<file path="config.mk">
export PLATFORM = sky130hd
export DESIGN_NAME = led_sequencer
export DESIGN_NICKNAME = d
export VERILOG_FILES = /design/src/rtl/led_sequencer.sv
export SDC_FILE = /design/constraint.sdc
export NUM_CORES = 1
export LEC_CHECK = 0
export CAP_MARGIN = 20
export CORE_ASPECT_RATIO = 0.9
export CORE_UTILIZATION = 40
export DETAILED_ROUTE_END_ITERATION = 12
export GPL_ROUTABILITY_DRIVEN = 0
export PLACE_DENSITY = 0.66
export RECOVER_POWER = 50
export SETUP_SLACK_MARGIN = 0.5
export SLEW_MARGIN = 20
export SYNTH_ARGS = -nofsm -noshare
export SYNTH_HDL_FRONTEND = slang
export SYNTH_SLANG_ARGS = --single-unit
</file>
<file path="constraint.sdc">
create_clock -name i_clk -period 4.2 [get_ports i_clk]
set_input_delay 0.63 -clock i_clk [delete_from_list [all_inputs] [get_ports i_clk]]
set_output_delay 0.63 -clock i_clk [all_outputs]
set_load 0.05 [all_outputs]
</file>
<file path="src/rtl/led_sequencer.sv">
// LED ownership controller: passes software LED value through, or runs a PWM-faded
// back-and-forth demo sweep and fades it out before handing the LEDs back.
module led_sequencer #(
    parameter int unsigned NLEDS       = 8,
    parameter int unsigned STEP_CYCLES = 2_500_000,
    parameter int unsigned PWM_BITS    = 4
) (
    input  logic             i_clk,
    input  logic             i_reset_n,
    input  logic             i_demo,
    input  logic [NLEDS-1:0] i_sw_led,
    input  logic             i_btn_press,
    output logic [NLEDS-1:0] o_led,
    output logic             o_active
);
    localparam int unsigned POS_W = (NLEDS > 1) ? $clog2(NLEDS) : 1;
    localparam int unsigned PRE_W = $clog2(STEP_CYCLES);
    localparam logic [POS_W-1:0]    POS_LAST = POS_W'(NLEDS - 1);
    localparam logic [PRE_W-1:0]    PRE_LAST = PRE_W'(STEP_CYCLES - 1);
    localparam logic [PWM_BITS-1:0] BMAX     = '1;

    typedef enum logic [1:0] {ST_SW, ST_DEMO, ST_FADE} state_e;

    state_e              state_q, state_d;
    logic [POS_W-1:0]    pos_q, pos_d;
    logic                down_q, down_d;
    logic [PWM_BITS-1:0] bright_q [NLEDS];
    logic [PWM_BITS-1:0] bright_d [NLEDS];
    logic [PRE_W-1:0]    presc_q, presc_d;
    logic [PWM_BITS-1:0] pwm_q, pwm_d;
    logic [NLEDS-1:0]    led_q, led_d;
    logic                active_q, active_d;

    logic                tick;
    logic                all_dark;
    logic                down_eff;
    logic [NLEDS-1:0]    led_cmp;

    // Next-state, sweep, brightness and output mux.
    always_comb begin
        state_d  = state_q;
        pos_d    = pos_q;
        down_d   = down_q;
        bright_d = bright_q;
        presc_d  = presc_q;
        pwm_d    = pwm_q + PWM_BITS'(1);
        down_eff = down_q;
        all_dark = 1'b1;
        led_cmp  = '0;

        for (int i = 0; i < NLEDS; i++) begin
            if (bright_q[i] != '0) all_dark = 1'b0;
            led_cmp[i] = (bright_q[i] > pwm_q);
        end
        tick = (state_q != ST_SW) && (presc_q == PRE_LAST);

        case (state_q)
            ST_SW: begin
                if (i_demo) begin
                    state_d  = ST_DEMO;
                    pos_d    = '0;
                    down_d   = 1'b0;
                    bright_d = '{default: '0};
                end
            end
            ST_DEMO: if (!i_demo) state_d = ST_FADE;
            ST_FADE: begin
                if (i_demo)        state_d = ST_DEMO;
                else if (all_dark) state_d = ST_SW;
            end
            default: state_d = ST_SW;
        endcase

        // Button toggle lands before the step so the step sees the new direction.
        if (state_q == ST_DEMO) begin
            down_eff = down_q ^ i_btn_press;
            down_d   = down_eff;
            if (tick && (NLEDS > 1)) begin
                if (!down_eff) begin
                    if (pos_q != POS_LAST) begin
                        pos_d = pos_q + POS_W'(1);
                    end else begin
                        pos_d  = pos_q - POS_W'(1);
                        down_d = 1'b1;
                    end
                end else begin
                    if (pos_q != '0) begin
                        pos_d = pos_q - POS_W'(1);
                    end else begin
                        pos_d  = pos_q + POS_W'(1);
                        down_d = 1'b0;
                    end
                end
            end
        end

        if (tick) begin
            for (int i = 0; i < NLEDS; i++) begin
                bright_d[i] = (bright_q[i] != '0) ? bright_q[i] - PWM_BITS'(1) : '0;
                if ((state_q == ST_DEMO) && (POS_W'(i) == pos_q)) bright_d[i] = BMAX;
            end
        end

        if ((state_q == ST_SW) || (state_d == ST_SW)) presc_d = '0;
        else if (tick)                                presc_d = '0;
        else                                          presc_d = presc_q + PRE_W'(1);

        led_d    = (state_d == ST_SW) ? i_sw_led : led_cmp;
        active_d = (state_d != ST_SW);
    end

    always_ff @(posedge i_clk) begin
        if (!i_reset_n) begin
            state_q  <= ST_SW;
            pos_q    <= '0;
            down_q   <= 1'b0;
            bright_q <= '{default: '0};
            presc_q  <= '0;
            pwm_q    <= '0;
            led_q    <= '0;
            active_q <= 1'b0;
        end else begin
            state_q  <= state_d;
            pos_q    <= pos_d;
            down_q   <= down_d;
            bright_q <= bright_d;
            presc_q  <= presc_d;
            pwm_q    <= pwm_d;
            led_q    <= led_d;
            active_q <= active_d;
        end
    end

    assign o_led    = led_q;
    assign o_active = active_q;

endmodule
</file>
=== After elaboration in Yosys (flattened, before gate mapping) ===
Cells that the tools add are included.

* Register bits: 73
* Input port bits: 12

* Magnitude comparators: 8
* Add/sub/neg operators: 12
* Equality and inequality tests: 11
* Multiplexer cells: 47
* Bitwise operators: 2
* Reduce and logical (&&, ||, !) cells: 31

{| class="wikitable"
|+ Operator list
! cell !! number
|-
| 2-to-1 mux 32 bit || 3
|-
| 2-to-1 mux 4 bit || 16
|-
| greater-than comparator 4 bit || 8
|-
| nonzero test 4 bit || 8
|-
| subtractor 4 x 1 -> 4 bit, second input constant || 8
|-
| adder 22 x 1 -> 22 bit, second input constant || 1
|-
| equality test 22 bit, second input constant || 1
|-
| 2-to-1 mux 3 bit || 7
|-
| 2-to-1 mux 1 bit || 15
|-
| equality test 3 bit, first input constant || 4
|-
| nonzero test 2 bit || 6
|-
| logical AND 1 bit || 9
|-
| 2-to-1 mux 2 bit || 4
|-
| 2-to-1 mux 8 bit || 1
|-
| equality test 2 x 3 -> 1 bit, first input constant || 2
|-
| case mux 2 bit (3 select lines) || 1
|-
| adder 4 x 1 -> 4 bit, second input constant || 1
|-
| zero test 2 bit || 2
|-
| AND reduction 2 bit || 2
|-
| adder 3 x 1 -> 3 bit, second input constant || 1
|-
| equality test 1 x 3 -> 1 bit, first input constant || 1
|-
| zero test 3 bit || 1
|-
| inequality test 3 bit, second input constant || 1
|-
| nonzero test 3 bit || 1
|-
| other kinds (7) || 7
|}

=== Logic depth before layout (Yosys ltp) ===
* Depth after elaboration: 15
* Depth in mapped cells: 8
* Depth with buffers taken out: 7

=== Worst setup path after synthesis ===
OpenSTA, ideal clock, no wires.

* Path kind: register to register
* Start point: reg presc_q[0]
* End point: reg presc_q[6]
* Path buffers: 2
* Data arrival time: 1.849 ns
* Path slack: 2.218 ns
* Data required time: 4.067 ns
* Cell stages (with the launch flop): 9
* Cell sequence: dfxtp_1 > ha_1 > and3_1 > nand4_1 > or4_1 > buf_2 > nand2_4 > buf_6 > nor3_1

* Cells in the longest elaborated chain, start to end: 3
* Elaborated cells on any way between the ends: 4
* Those cells by class: add/sub (1); eq/ne (1); reduce/logical (2)

{| class="wikitable"
|+ RTL lines
! what !! line !! text
|-
| from (decl) || 29 || <nowiki>logic [PRE_W-1:0] presc_q, presc_d;</nowiki>
|-
| from (signal assigned) || 127 || <nowiki>presc_q <= presc_d;</nowiki>
|-
| branches (longest 3 deep; another with adder 22 x 1 -> 22 bit) || - ||
|}

Parallel ways; which one is timed is not known.
A chain may end at the register's enable or synchronous reset.

=== Worst setup path after layout ===
* Start point: reg bright_q[24] (netlist bit)
* End point: reg led_q[5] (netlist: o_led[5])

* Cells in the longest elaborated chain, start to end: 13

{| class="wikitable"
|+ RTL lines
! what !! line !! text
|-
| from (decl) || 27 || <nowiki>logic [PWM_BITS-1:0] bright_q [NLEDS];</nowiki>
|-
| from (signal assigned) || 126 || <nowiki>bright_q <= bright_d;</nowiki>
|-
| nonzero test 4 bit || 52 || <nowiki>if (bright_q[i] != '0) all_dark = 1'b0;</nowiki>
|-
| 2-to-1 mux 1 bit (7 in series) || 52 ||
|-
| 2-to-1 mux 2 bit || 69 || <nowiki>else if (all_dark) state_d = ST_SW;</nowiki>
|-
| 2-to-1 mux 2 bit || 68 || <nowiki>if (i_demo) state_d = ST_DEMO;</nowiki>
|-
| case mux 2 bit (3 select lines) || 57 || <nowiki>case (state_q)</nowiki>
|-
| zero test 2 bit || 108 || <nowiki>led_d = (state_d == ST_SW) ? i_sw_led : led_cmp;</nowiki>
|-
| 2-to-1 mux 8 bit || 108 ||
|-
| to (signal assigned) || 129 || <nowiki>led_q <= led_d;</nowiki>
|-
| to (decl) || 31 || <nowiki>logic [NLEDS-1:0] led_q, led_d;</nowiki>
|}

No other way between the ends.

==> results.py <==
metrics = {
    "route": {
        "avgRoutedWirePerCell_um": 15.4,
        "viasPerCell": 5.74,
        "drc": 2,
        "first_iter_violations": 204,
        "firstDrtPassIters": 8,
        "wl_um": 10500,
        "postRouteAntennaNets": 0,
        "dr_total_vias": 3910,
    },
    "synth": {
        "synth_edf_count": 0,
        "ys_types": 46,
        "synth_cells": 537,
        "synth_seq_cells": 73,
        "synth_seq_area_share_pct": 33.5,
        "netlist_area_sq_um": 4360,
        "yosys.area.top_type": "dfxtp_1",
        "synth-async-reset-ratio_pct": 0,
        "synthTopCellsByArea": "dfxtp_1 (33%), ha_1 (12%), a21oi_1 (6.0%), nand2_1 (5.0%), nand3_1 (3.7%)",
        "syn_nets": 590,
        "synth.avg_cell_area_sq_um": 8.13,
        "yosys_warnings": 0,
        "synth_top_area_share_pct": 33.5,
        "synth_ff_type": "dfxtp_1",
    },
    "die": {
        "ios": 21,
        "initial_core_util_pct": 41.9,
        "rows": 35,
        "die_area_sq_um": 11300,
        "die_w_um": 112,
        "die_h_um": 101,
        "core_sq_um": 10400,
    },
    "cts": {
        "postCtsSetupBuffers": 0,
        "htreeDepth": 3,
        "cts-root-buf": "clkbuf_16",
        "cts_tree": "built",
        "clockBufferDepth": 2,
        "clkTransAtPathRegs_ns": 0.06,
        "cts_sinks": 73,
        "clk_latency_ns": 0.33,
        "cts_made_buffers": 9,
        "cts_resized": 0,
        "hold_buffers": 0,
    },
    "sta": {
        "max_freq_mhz": 312,
        "fin_skew_ns": 0.00914,
        "tightest_slew_ns": 1.88,
        "finalCritPeriodShare_pct": 76.3,
        "final_max_slew_viol_count": 50,
        "hold_viol_final": 0,
        "tns_ns": 0,
        "rsz0062_at_grt": "false",
        "period_needed_ns": 3.20,
        "slew_headroom_pct": -26.6,
        "setup_viol": 0,
    },
    "cells_and_area": {
        "final_cell_mix": "dfxtp_1 (73), nand2_1 (58), a21oi_1 (52)",
        "n_antenna_cell": 0,
        "drive_above_1_share_pct": 5.25,
        "syn_to_final_growth_pct": 12.8,
        "layout_commonest_cell": "dfxtp_1",
        "final_core_util_pct": 47.3,
        "layout.nets": 601,
    },
    "global_route": {
        "grt_pass1_vias": 3634,
        "antenna_found_initial": 0,
        "grt_start_max_net_pins": 41,
        "grt_overflow": 0,
        "grt_pass1_wl_um": 17400,
        "track_usage_pct": 19.3,
    },
    "placement": {
        "dp_hpwl_um": 7190,
        "portBuffers": 20,
    },
    "critical_path": {
        "start_kind": "flop",
        "critical-path-max-stage-delay_ns": 1.43,
        "crit_chain": "nor4_1 > and4_1 > a31oi_1 > o21ai_0 > mux2i_1",
        "cp-end-kind": "flop",
        "cp.required_ns": 4.34,
        "critPathSlowestCell": "o21ai_0",
        "cp_max_fo": 8,
        "r2r_setup_slack_ns": 1.0,
        "worstPathArrival_ns": 3.35,
        "critical_path_class": "reg -> reg",
    },
    "outcome": {
        "violations": "design-rule violations, max-capacitance violations, max-slew violations",
        "run_status": "complete, but fails checks",
    },
    "power_and_ir_drop": {
        "powerDensity_nw_per_um2": 333,
        "ir_drop_v": 0.000210,
        "p_leak_nw": 1.88,
    },
    "hold_path": {
        "hold_class": "reg -> reg",
    },
    "job": {
        "max_cap_violations": 3,
    },
}
-- worst max-delay path, delay by kind of cell, from the launching register on --
family / cells / cell delay (ns)
AOI/OAI and AO/OA: 2 / 1.57
DFF: 1 / 0.36
muxes: 1 / 0.20
and+or+nand+nor: 2 / 0.88
-- flip-flops by register name, indices dropped and copies added, names as in the netlist --
| signal | cells |
|---|---|
| down_q | 1 |
| bright_q | 32 |
| pwm_q | 4 |
| o_led | 8 |
| pos_q | 3 |
| state_q | 2 |
| o_active | 1 |
| presc_q | 22 |
-- power by group --
| part | total (W) | switching (W) | internal [W] |
|---|---|---|---|
| registers | 0.000713 | 0.00000841 | 0.000704 |
| logic | 0.000166 | 0.000107 | 0.0000596 |
| clock network | 0.000762 | 0.000291 | 0.000471 |
| total | 0.00164 | 0.000406 | 0.00124 |
-- Yosys cell counts, types with 2 or more instances --
cell type  instances
xnor2_1           12
nor4b_2            2
xor2_1            14
buf_2              7
and3_1             4
nor3_1            25
o32ai_1            6
and4_1             8
or3_1              6
nand2_1           58
ha_1              41
a22oi_1            8
nand4_1           15
dfxtp_1           73
or2_2              5
clkbuf_1          14
nor2_1            29
buf_6              2
inv_1             29
o21ai_0           32
o2bb2ai_1          4
o21a_1             8
mux2i_1           11
a21oi_1           52
nor2b_1            5
nor4_1            12
nand3_1           32
nand3b_1           4
nor4b_1            2
-- cell families (layout without fill, tap and decap cells) --
group,count (synthesis),count (layout),synth area share (%)
and+or+nand+nor,214,214,25.6
adders and majority gates,41,41,11.8
AOI/OAI and AO/OA,119,119,16.2
muxes,11,11,2.52
buffers and inverters,53,68,5.19
DFF,73,73,33.5
xor gates and xnor gates,26,26,5.22
-- path summary, 6_finish.rpt --
check        cells past startpoint    startpoint          to
max reg2reg                      5  bright_q[24]    o_led[5]
min                              1    presc_q[0]  presc_q[0]
max                              5  bright_q[24]    o_led[5]
min reg2reg                      1    presc_q[0]  presc_q[0]
-- cell type report --
class	instances	area, sq um
flip-flops and latches	73	1460
clock buffers	10	239
clock inverters	5	56.3
repair buffers	24	213
fillers	980	5500
well taps	129	161
inverters	29	109
multi-input cells	411	2690
-- layer usage --
metal | part of all wire [%] | up-vias | routed length (um) | global-route usage (%)
li1 | - | 1957 | - | -
met2 | 45 | 97 | 4680 | 30.7
met4 | 2.3 | 0 | 241 | 8.21
met5 | 0 | - | 0 | 0
met3 | 5.1 | 22 | 538 | 3.55
met1 | 48 | 1834 | 5040 | 25.6
-- metrics by stage --
step / setup WS, ns / total power [W] / cell area [sq um] / instances / hold slack (ns)
final: 0.996 / 0.00164 / 4920 / 681 / 0.489
after global routing: 0.760 / 0.00171 / 4920 / 681 / 0.513
after CTS: 1.71 / 0.00166 / 4940 / 681 / 0.494
after detailed placement: 1.56 / 0.000898 / 4650 / 666 / 0.486
after global placement: 1.62 / 0.000892 / 4650 / 666 / 0.470
after floorplan: 2.22 / 0.000848 / 4360 / 537 / 0.450
Power figures use the tool's default switching activity.
